## config.mk

```make
export PLATFORM = sky130hd
export DESIGN_NAME = add_share_arb_flat
export DESIGN_NICKNAME = d
export VERILOG_FILES = /design/src/rtl/add_share_arb_pkg.sv /design/src/rtl/add_share_arb_if.sv /design/src/rtl/add_share_arb_rr_grant.sv /design/src/rtl/add_share_arb.sv /design/src/flat_wrapper.sv
export SDC_FILE = /design/constraint.sdc
export NUM_CORES = 1
export LEC_CHECK = 0
export CAP_MARGIN = 40
export CORE_ASPECT_RATIO = 2
export CORE_MARGIN = 2
export CORE_UTILIZATION = 25
export DETAILED_ROUTE_END_ITERATION = 10
export SYNTH_ARGS = -nofsm -noshare
export SYNTH_HDL_FRONTEND = slang
export SYNTH_HIERARCHICAL = 1
export SYNTH_SLANG_ARGS = --single-unit
```

## constraint.sdc

```tcl
create_clock -name clk -period 4.7 [get_ports clk]
set_input_delay 0.94 -clock clk [delete_from_list [all_inputs] [get_ports clk]]
set_output_delay 0.94 -clock clk [all_outputs]
set_load 0.1 [all_outputs]
```

## src/rtl/add_share_arb_pkg.sv

```systemverilog
// Shared types and constants for the adder-sharing round-robin arbiter.
// Optional saturating result: define ADD_SHARE_ARB_SAT_EN.
package add_share_arb_pkg;

    localparam int DEF_WIDTH   = 8;
    localparam int DEF_NUM_REQ = 4;

    typedef enum logic [1:0] {
        IDLE = 2'd0,
        CALC = 2'd1,
        RESP = 2'd2
    } state_t;

    function automatic int id_w(input int n);
        return (n > 1) ? $clog2(n) : 1;
    endfunction

endpackage

```

## src/rtl/add_share_arb_if.sv

```systemverilog
// Requester and response handshake bundle for add_share_arb.
// master = requesters/consumer side, slave = arbiter side.
interface add_share_arb_if
    import add_share_arb_pkg::*;
#(
    parameter int NUM_REQ = DEF_NUM_REQ,
    parameter int WIDTH   = DEF_WIDTH
);

    localparam int IDW = id_w(NUM_REQ);

    logic [NUM_REQ-1:0]       req_valid;
    logic [NUM_REQ-1:0]       req_ready;
    logic [NUM_REQ*WIDTH-1:0] req_a;
    logic [NUM_REQ*WIDTH-1:0] req_b;
    logic                     rsp_valid;
    logic                     rsp_ready;
    logic [IDW-1:0]           rsp_id;
    logic [WIDTH:0]           rsp_sum;

    modport master (
        output req_valid, req_a, req_b, rsp_ready,
        input  req_ready, rsp_valid, rsp_id, rsp_sum
    );

    modport slave (
        input  req_valid, req_a, req_b, rsp_ready,
        output req_ready, rsp_valid, rsp_id, rsp_sum
    );

endinterface

```

## src/rtl/add_share_arb_rr_grant.sv

```systemverilog
// Combinational round-robin picker: first asserted request at or after ptr.
// Part of add_share_arb (optional macro ADD_SHARE_ARB_SAT_EN unused here).
module rr_grant
    import add_share_arb_pkg::*;
#(
    parameter int NUM_REQ = DEF_NUM_REQ,
    parameter int IDW     = id_w(NUM_REQ)
) (
    input  logic [NUM_REQ-1:0] req,
    input  logic [IDW-1:0]     ptr,
    output logic [IDW-1:0]     grant,
    output logic               any_req
);

    // Rotating a doubled copy puts requester ptr at bit 0.
    logic [2*NUM_REQ-1:0] rot;

    assign rot = {req, req} >> ptr;

    always_comb begin
        grant   = '0;
        any_req = 1'b0;
        for (int i = 0; i < NUM_REQ; i++) begin
            if (!any_req && rot[i]) begin
                any_req = 1'b1;
                grant   = IDW'((int'(ptr) + i) % NUM_REQ);
            end
        end
    end

endmodule

```

## src/rtl/add_share_arb.sv

```systemverilog
// Round-robin arbiter sharing one registered adder among NUM_REQ requesters.
// Define ADD_SHARE_ARB_SAT_EN for carry flag plus saturated low bits.
module add_share_arb
    import add_share_arb_pkg::*;
#(
    parameter int NUM_REQ = DEF_NUM_REQ,
    parameter int WIDTH   = DEF_WIDTH,
    parameter int DIV     = 2
) (
    input  logic           clk,
    input  logic           rst,
    add_share_arb_if.slave bus,
    output logic           busy
);

    localparam int IDW = id_w(NUM_REQ);
    localparam int CW  = id_w(DIV);
    localparam logic [CW-1:0] CNT_LAST = CW'(DIV - 1);

    state_t               state_q, state_d;
    logic [CW-1:0]        cnt_q, cnt_d;
    logic [IDW-1:0]       ptr_q, ptr_d;
    logic [IDW-1:0]       gid_q, gid_d;
    logic [WIDTH-1:0]     a_q, a_d;
    logic [WIDTH-1:0]     b_q, b_d;
    logic                 rsp_valid_q, rsp_valid_d;
    logic [IDW-1:0]       rsp_id_q, rsp_id_d;
    logic [WIDTH:0]       rsp_sum_q, rsp_sum_d;
    logic [WIDTH:0]       sum_raw, sum_res;
    logic [NUM_REQ-1:0]   rdy;
    logic [IDW-1:0]       grant;
    logic                 any_req;
    logic                 tick;

    rr_grant #(
        .NUM_REQ (NUM_REQ),
        .IDW     (IDW)
    ) u_rr (
        .req     (bus.req_valid),
        .ptr     (ptr_q),
        .grant   (grant),
        .any_req (any_req)
    );

    assign tick    = (cnt_q == CNT_LAST);
    assign sum_raw = {1'b0, a_q} + {1'b0, b_q};

`ifdef ADD_SHARE_ARB_SAT_EN
    assign sum_res = sum_raw[WIDTH] ? {1'b1, {WIDTH{1'b1}}} : sum_raw;
`else
    assign sum_res = sum_raw;
`endif

    always_comb begin
        cnt_d       = tick ? '0 : cnt_q + 1'b1;
        state_d     = state_q;
        ptr_d       = ptr_q;
        gid_d       = gid_q;
        a_d         = a_q;
        b_d         = b_q;
        rsp_valid_d = rsp_valid_q;
        rsp_id_d    = rsp_id_q;
        rsp_sum_d   = rsp_sum_q;
        rdy         = '0;
        unique case (state_q)
            IDLE: begin
                if (tick && any_req) begin
                    for (int i = 0; i < NUM_REQ; i++) begin
                        if (grant == IDW'(i)) begin
                            rdy[i] = 1'b1;
                            a_d    = bus.req_a[i*WIDTH +: WIDTH];
                            b_d    = bus.req_b[i*WIDTH +: WIDTH];
                        end
                    end
                    gid_d   = grant;
                    ptr_d   = (int'(grant) == NUM_REQ - 1) ? '0 : grant + 1'b1;
                    state_d = CALC;
                end
            end
            CALC: begin
                rsp_sum_d   = sum_res;
                rsp_id_d    = gid_q;
                rsp_valid_d = 1'b1;
                state_d     = RESP;
            end
            RESP: begin
                if (bus.rsp_ready) begin
                    rsp_valid_d = 1'b0;
                    state_d     = IDLE;
                end
            end
            default: state_d = IDLE;
        endcase
    end

    always_ff @(posedge clk or posedge rst) begin
        if (rst) begin
            state_q     <= IDLE;
            cnt_q       <= '0;
            ptr_q       <= '0;
            gid_q       <= '0;
            a_q         <= '0;
            b_q         <= '0;
            rsp_valid_q <= 1'b0;
            rsp_id_q    <= '0;
            rsp_sum_q   <= '0;
        end else begin
            state_q     <= state_d;
            cnt_q       <= cnt_d;
            ptr_q       <= ptr_d;
            gid_q       <= gid_d;
            a_q         <= a_d;
            b_q         <= b_d;
            rsp_valid_q <= rsp_valid_d;
            rsp_id_q    <= rsp_id_d;
            rsp_sum_q   <= rsp_sum_d;
        end
    end

    assign bus.req_ready = rdy;
    assign bus.rsp_valid = rsp_valid_q;
    assign bus.rsp_id    = rsp_id_q;
    assign bus.rsp_sum   = rsp_sum_q;
    assign busy          = (state_q != IDLE);

endmodule
```

## src/flat_wrapper.sv

```systemverilog
// flat-port wrapper written by rule: the top's interface ports become plain ports
module add_share_arb_flat import add_share_arb_pkg::*;
#(
    parameter int NUM_REQ = DEF_NUM_REQ,
    parameter int WIDTH   = DEF_WIDTH,
    parameter int DIV     = 2
)
  (clk, rst, busy, bus_req_valid, bus_req_a, bus_req_b, bus_rsp_ready, bus_req_ready, bus_rsp_valid, bus_rsp_id, bus_rsp_sum);
  add_share_arb_if #(.NUM_REQ(NUM_REQ), .WIDTH(WIDTH)) bus_i ();
  input  logic clk;
  input  logic rst;
  output logic busy;
  input wire logic [$bits(bus_i.req_valid)-1:0] bus_req_valid;
  input wire logic [$bits(bus_i.req_a)-1:0] bus_req_a;
  input wire logic [$bits(bus_i.req_b)-1:0] bus_req_b;
  input wire logic [$bits(bus_i.rsp_ready)-1:0] bus_rsp_ready;
  output wire logic [$bits(bus_i.req_ready)-1:0] bus_req_ready;
  output wire logic [$bits(bus_i.rsp_valid)-1:0] bus_rsp_valid;
  output wire logic [$bits(bus_i.rsp_id)-1:0] bus_rsp_id;
  output wire logic [$bits(bus_i.rsp_sum)-1:0] bus_rsp_sum;
  assign bus_i.req_valid = bus_req_valid;
  assign bus_i.req_a = bus_req_a;
  assign bus_i.req_b = bus_req_b;
  assign bus_i.rsp_ready = bus_rsp_ready;
  assign bus_req_ready = bus_i.req_ready;
  assign bus_rsp_valid = bus_i.rsp_valid;
  assign bus_rsp_id = bus_i.rsp_id;
  assign bus_rsp_sum = bus_i.rsp_sum;
  add_share_arb #(.NUM_REQ(NUM_REQ), .WIDTH(WIDTH), .DIV(DIV)) u_core (.clk(clk), .rst(rst), .bus(bus_i), .busy(busy));
endmodule
```

==> metrics.md <==
| Metric | Value |
|---|---|
| Clock Tree Root | clkbuf_16 |
| Status | finished clean |
| Detailed placement HPWL | 4720 um |
| Setup Fix Bufs, Post-CTS | 0 |
| Share of layout cells above drive strength 1 | 20.8% |
| Clock network power share | 11.1% |
| Mean Syn Cell Area | 10.6 um2 |
| Crit-path cells | clkdlybuf4s50_1 > mux2i_1 > nor2_1 > a311oi_1 > inv_1 > ha_1 > and2_1 > buf_4 |
| Wirelength, routed | 5600 um |
| Largest net degree at the start of global routing | 34 |
| Crit path DAT | 2.96 ns |
| Kind of critical path | primary input to output port |
| Fmax | 257 MHz |
| CTS tree | built |
| Delay of the slowest critical-path stage | 0.49 ns |
| Finish-stage setup viols | 0 |
| Buffers and inverters on the worst path | 3 |
| Number of synthesized flops with an enable pin | 0 |
| Mapped Nets | 313 |
| Global Route Usage Sum | 11.6% |
| Layout area overhead | 54.8% |
| Hold Path Class | flop to flop |
| PwrDens | 746 mW/mm2 |
| Setup_tns | 0 ns |
| Pint | 1.52 mW |
| Worst path required time | 3.76 ns |
| Actual slew at the worst max-slew pin | 0.558 ns |
| Initial core utilization | 25.8% |
| Sequential share of power | 19.6% |
| Grt total ovfl | 0 |
| Startpoint Class | primary input |
| Post-CTS Resized | 0 |
| WP depth | 8 |
| DR iter-0 viols | 35 |
| FFs w/ async S/R, synth | 100% |
| Max-slew violations | 0 |
| Num CTS Buffers | 5 |
| Area leader, netlist | dfrtp_1 |
| Post-Syn Area | 0.00242 mm2 |
| Seq cells post-synth | 35 |
| Nets@finish | 414 |
| Die W | 73.6 um |
| Number of max-cap violations | 0 |
| Vias/cell | 4.59 |
| DRC Markers | 0 |
| Layout fillers | 932 |
| DR WL/cell | 12.9 um |
| Synth unique cells | 43 |
| Worst vdd ir | 0.301 mV |
| Core area | 0.00938 mm2 |
| R2R depth | 8 |
| DR pass1 iterations | 4 |
| Die Y | 143 um |
| Slowest library cell on the worst path | a311oi_1 |
| CP top delay family | buffers and inverters |
| Antenna Cells | 0 |
| First-pass GRT wire length | 9490 um |
| Crit. End Element | output port |
| Final Hold Fails | 0 |
| Hold path cells | 1 |
| Via count | 1,998 |
| Largest cells by area after synthesis | dfrtp_1 36%, mux2_2 12%, mux2i_1 7.0% |
| CTS Sinks | 35 |
| Dominant synthesized flop cell | dfrtp_1 |
| Crit Path Max Fanout | 5 |
| Hold Slack | 0.440 ns |
| Commonest cells post-synth | 35 x dfrtp_1, 27 x nand2_1, 26 x mux2_2 |
| Part of the cycle the worst path needs | 82.9% |
| Worst slew margin | 62.7% |
| Min Tclk post-route | 3.90 ns |
| ANT nets after route | 0 |
| Rows | 50 |
| Vias in the first global route | 2,141 |
| Die area | 0.0105 mm2 |
| CTS max path bufs | 2 |
| Cts hold-fix bufs | 0 |
| Register area share after synthesis | 36.2% |
| Clock skew | 0.00234 ns |
| RSZ-0062 raised after global routing | no |
| # port buffers | 87 |
| Clk_lat worst skew | 0.28 ns |
| Final GP Congestion | 0.761 |
| Yosys warns | 6 |
| Switching Fraction | 45.5% |
| Syn Inst Count | 229 |
| Leakage | 1.60 nW |
| P_sw | 1.27 mW |
| Power share of the combinational group | 69.3% |
| Worst-path clk slew | 0.05 ns |
| IO Pins | 88 |
| Count leader, synth | dfrtp_1 |
| H-tree depth | 2 |
| Yosys top cell area share | 36.2% |
| Initial antenna violation count | 0 |
==> metrics by stage <==
step	worst slack (ns)	power (mW)	util (%)	cells	cell area [um2]
2_1_floorplan	0.974	1.93	-	229	2420
3_3_place_gp	0.847	2.27	36.1	414	3390
3_5_place_dp	0.782	2.51	38.5	427	3610
4_1_cts	0.781	2.84	39.9	435	3750
5_1_grt	0.671	2.99	39.9	435	3750
6_report	0.804	2.80	39.9	435	3750
==> kinds of logic after synthesis <==
logic type	count (synthesis)	share of synthesized area (%)
compound gates	52	13.3
xor+xnor	2	0.723
fa+ha+maj	13	7.02
buf+inv	22	5.73
flops	35	36.2
mux	53	25.3
simple gates	52	11.7
==> flip-flops by register name, indices dropped and copies added (netlist names) <==
| signal | cells |
|---|---|
| u_core/bus.rsp_sum | 9 |
| u_core/state_q | 2 |
| u_core/bus.rsp_valid | 1 |
| u_core/ptr_q | 2 |
| u_core/b_q | 8 |
| u_core/gid_q | 2 |
| u_core/a_q | 8 |
| u_core/cnt_q | 1 |
| u_core/bus.rsp_id | 2 |
==> power by group through the flow <==
stage | registers (mW) | logic [mW] | clock network, mW
3_3_place_gp | 0.552 | 1.72 | 0
5_1_grt | 0.574 | 2.09 | 0.336
6_report | 0.548 | 1.94 | 0.310
3_5_place_dp | 0.557 | 1.95 | 0
4_1_cts | 0.552 | 1.96 | 0.322
2_1_floorplan | 0.904 | 1.03 | 0
==> placed cells by master, fill, tap and decap left out, types with 3 or more instances in the layout <==
master / netlist / final
mux2_2: 26 / 26
a211oi_1: 4 / 4
nand2b_1: 3 / 3
nor3_1: 3 / 3
buf_12: 1 / 3
o21ai_0: 23 / 23
mux2i_1: 17 / 17
clkdlybuf4s50_1: 0 / 83
inv_1: 11 / 11
dfrtp_1: 35 / 35
ha_1: 12 / 12
buf_8: 0 / 11
buf_4: 0 / 6
mux2_4: 10 / 10
o31ai_1: 4 / 4
clkbuf_16: 0 / 5
a21oi_1: 7 / 7
nand2_1: 27 / 27
nor3b_1: 3 / 3
o21a_1: 3 / 3
and2_1: 3 / 3
==> worst reg2reg max path, delay by kind of cell (launching register included) <==
family          cells  cell delay (ns)
flops               1             0.43
compound gates      1             0.49
mux                 2             0.62
fa+ha+maj           1             0.26
simple gates        3             0.61
buf+inv             1             0.30
==> layout make-up <==
class,instances,area [um2],area share [%]
Timing Repair Buffer,105,1160,30.8
Clock inverter,1,5.00,0.134
Inverter,11,41.3,1.10
Multi-Input combinational cell,172,1410,37.6
Clock buffer,7,133,3.54
Tap cell,104,130,3.47
Sequential cell,35,876,23.4
==> path summary, 6_finish.rpt <==
kind / start / endpoint / slack (ns)
setup / recovery: bus_req_valid[0] / bus_req_ready[0] / 0.80
hold / removal: u_core/cnt_q / u_core/cnt_q / 0.44
setup reg to reg: u_core/ptr_q[1] / u_core/b_q[6] / 1.87
hold reg to reg: u_core/cnt_q / u_core/cnt_q / 0.44
max in group asynchronous: rst / u_core/a_q[0] / 3.13
min in group asynchronous: rst / u_core/cnt_q / 0.92
==> layer usage <==
layer  vias to the layer above  GRT usage [%]  routed length (um)
met2                        65           20.6                3080
met5                         -              0                   0
li1                       1023              -                   -
met4                         0           6.79                 227
met1                       899           12.1                2060
met3                        11           2.12                 234
No activity file was read; power rests on OpenSTA's default activity.
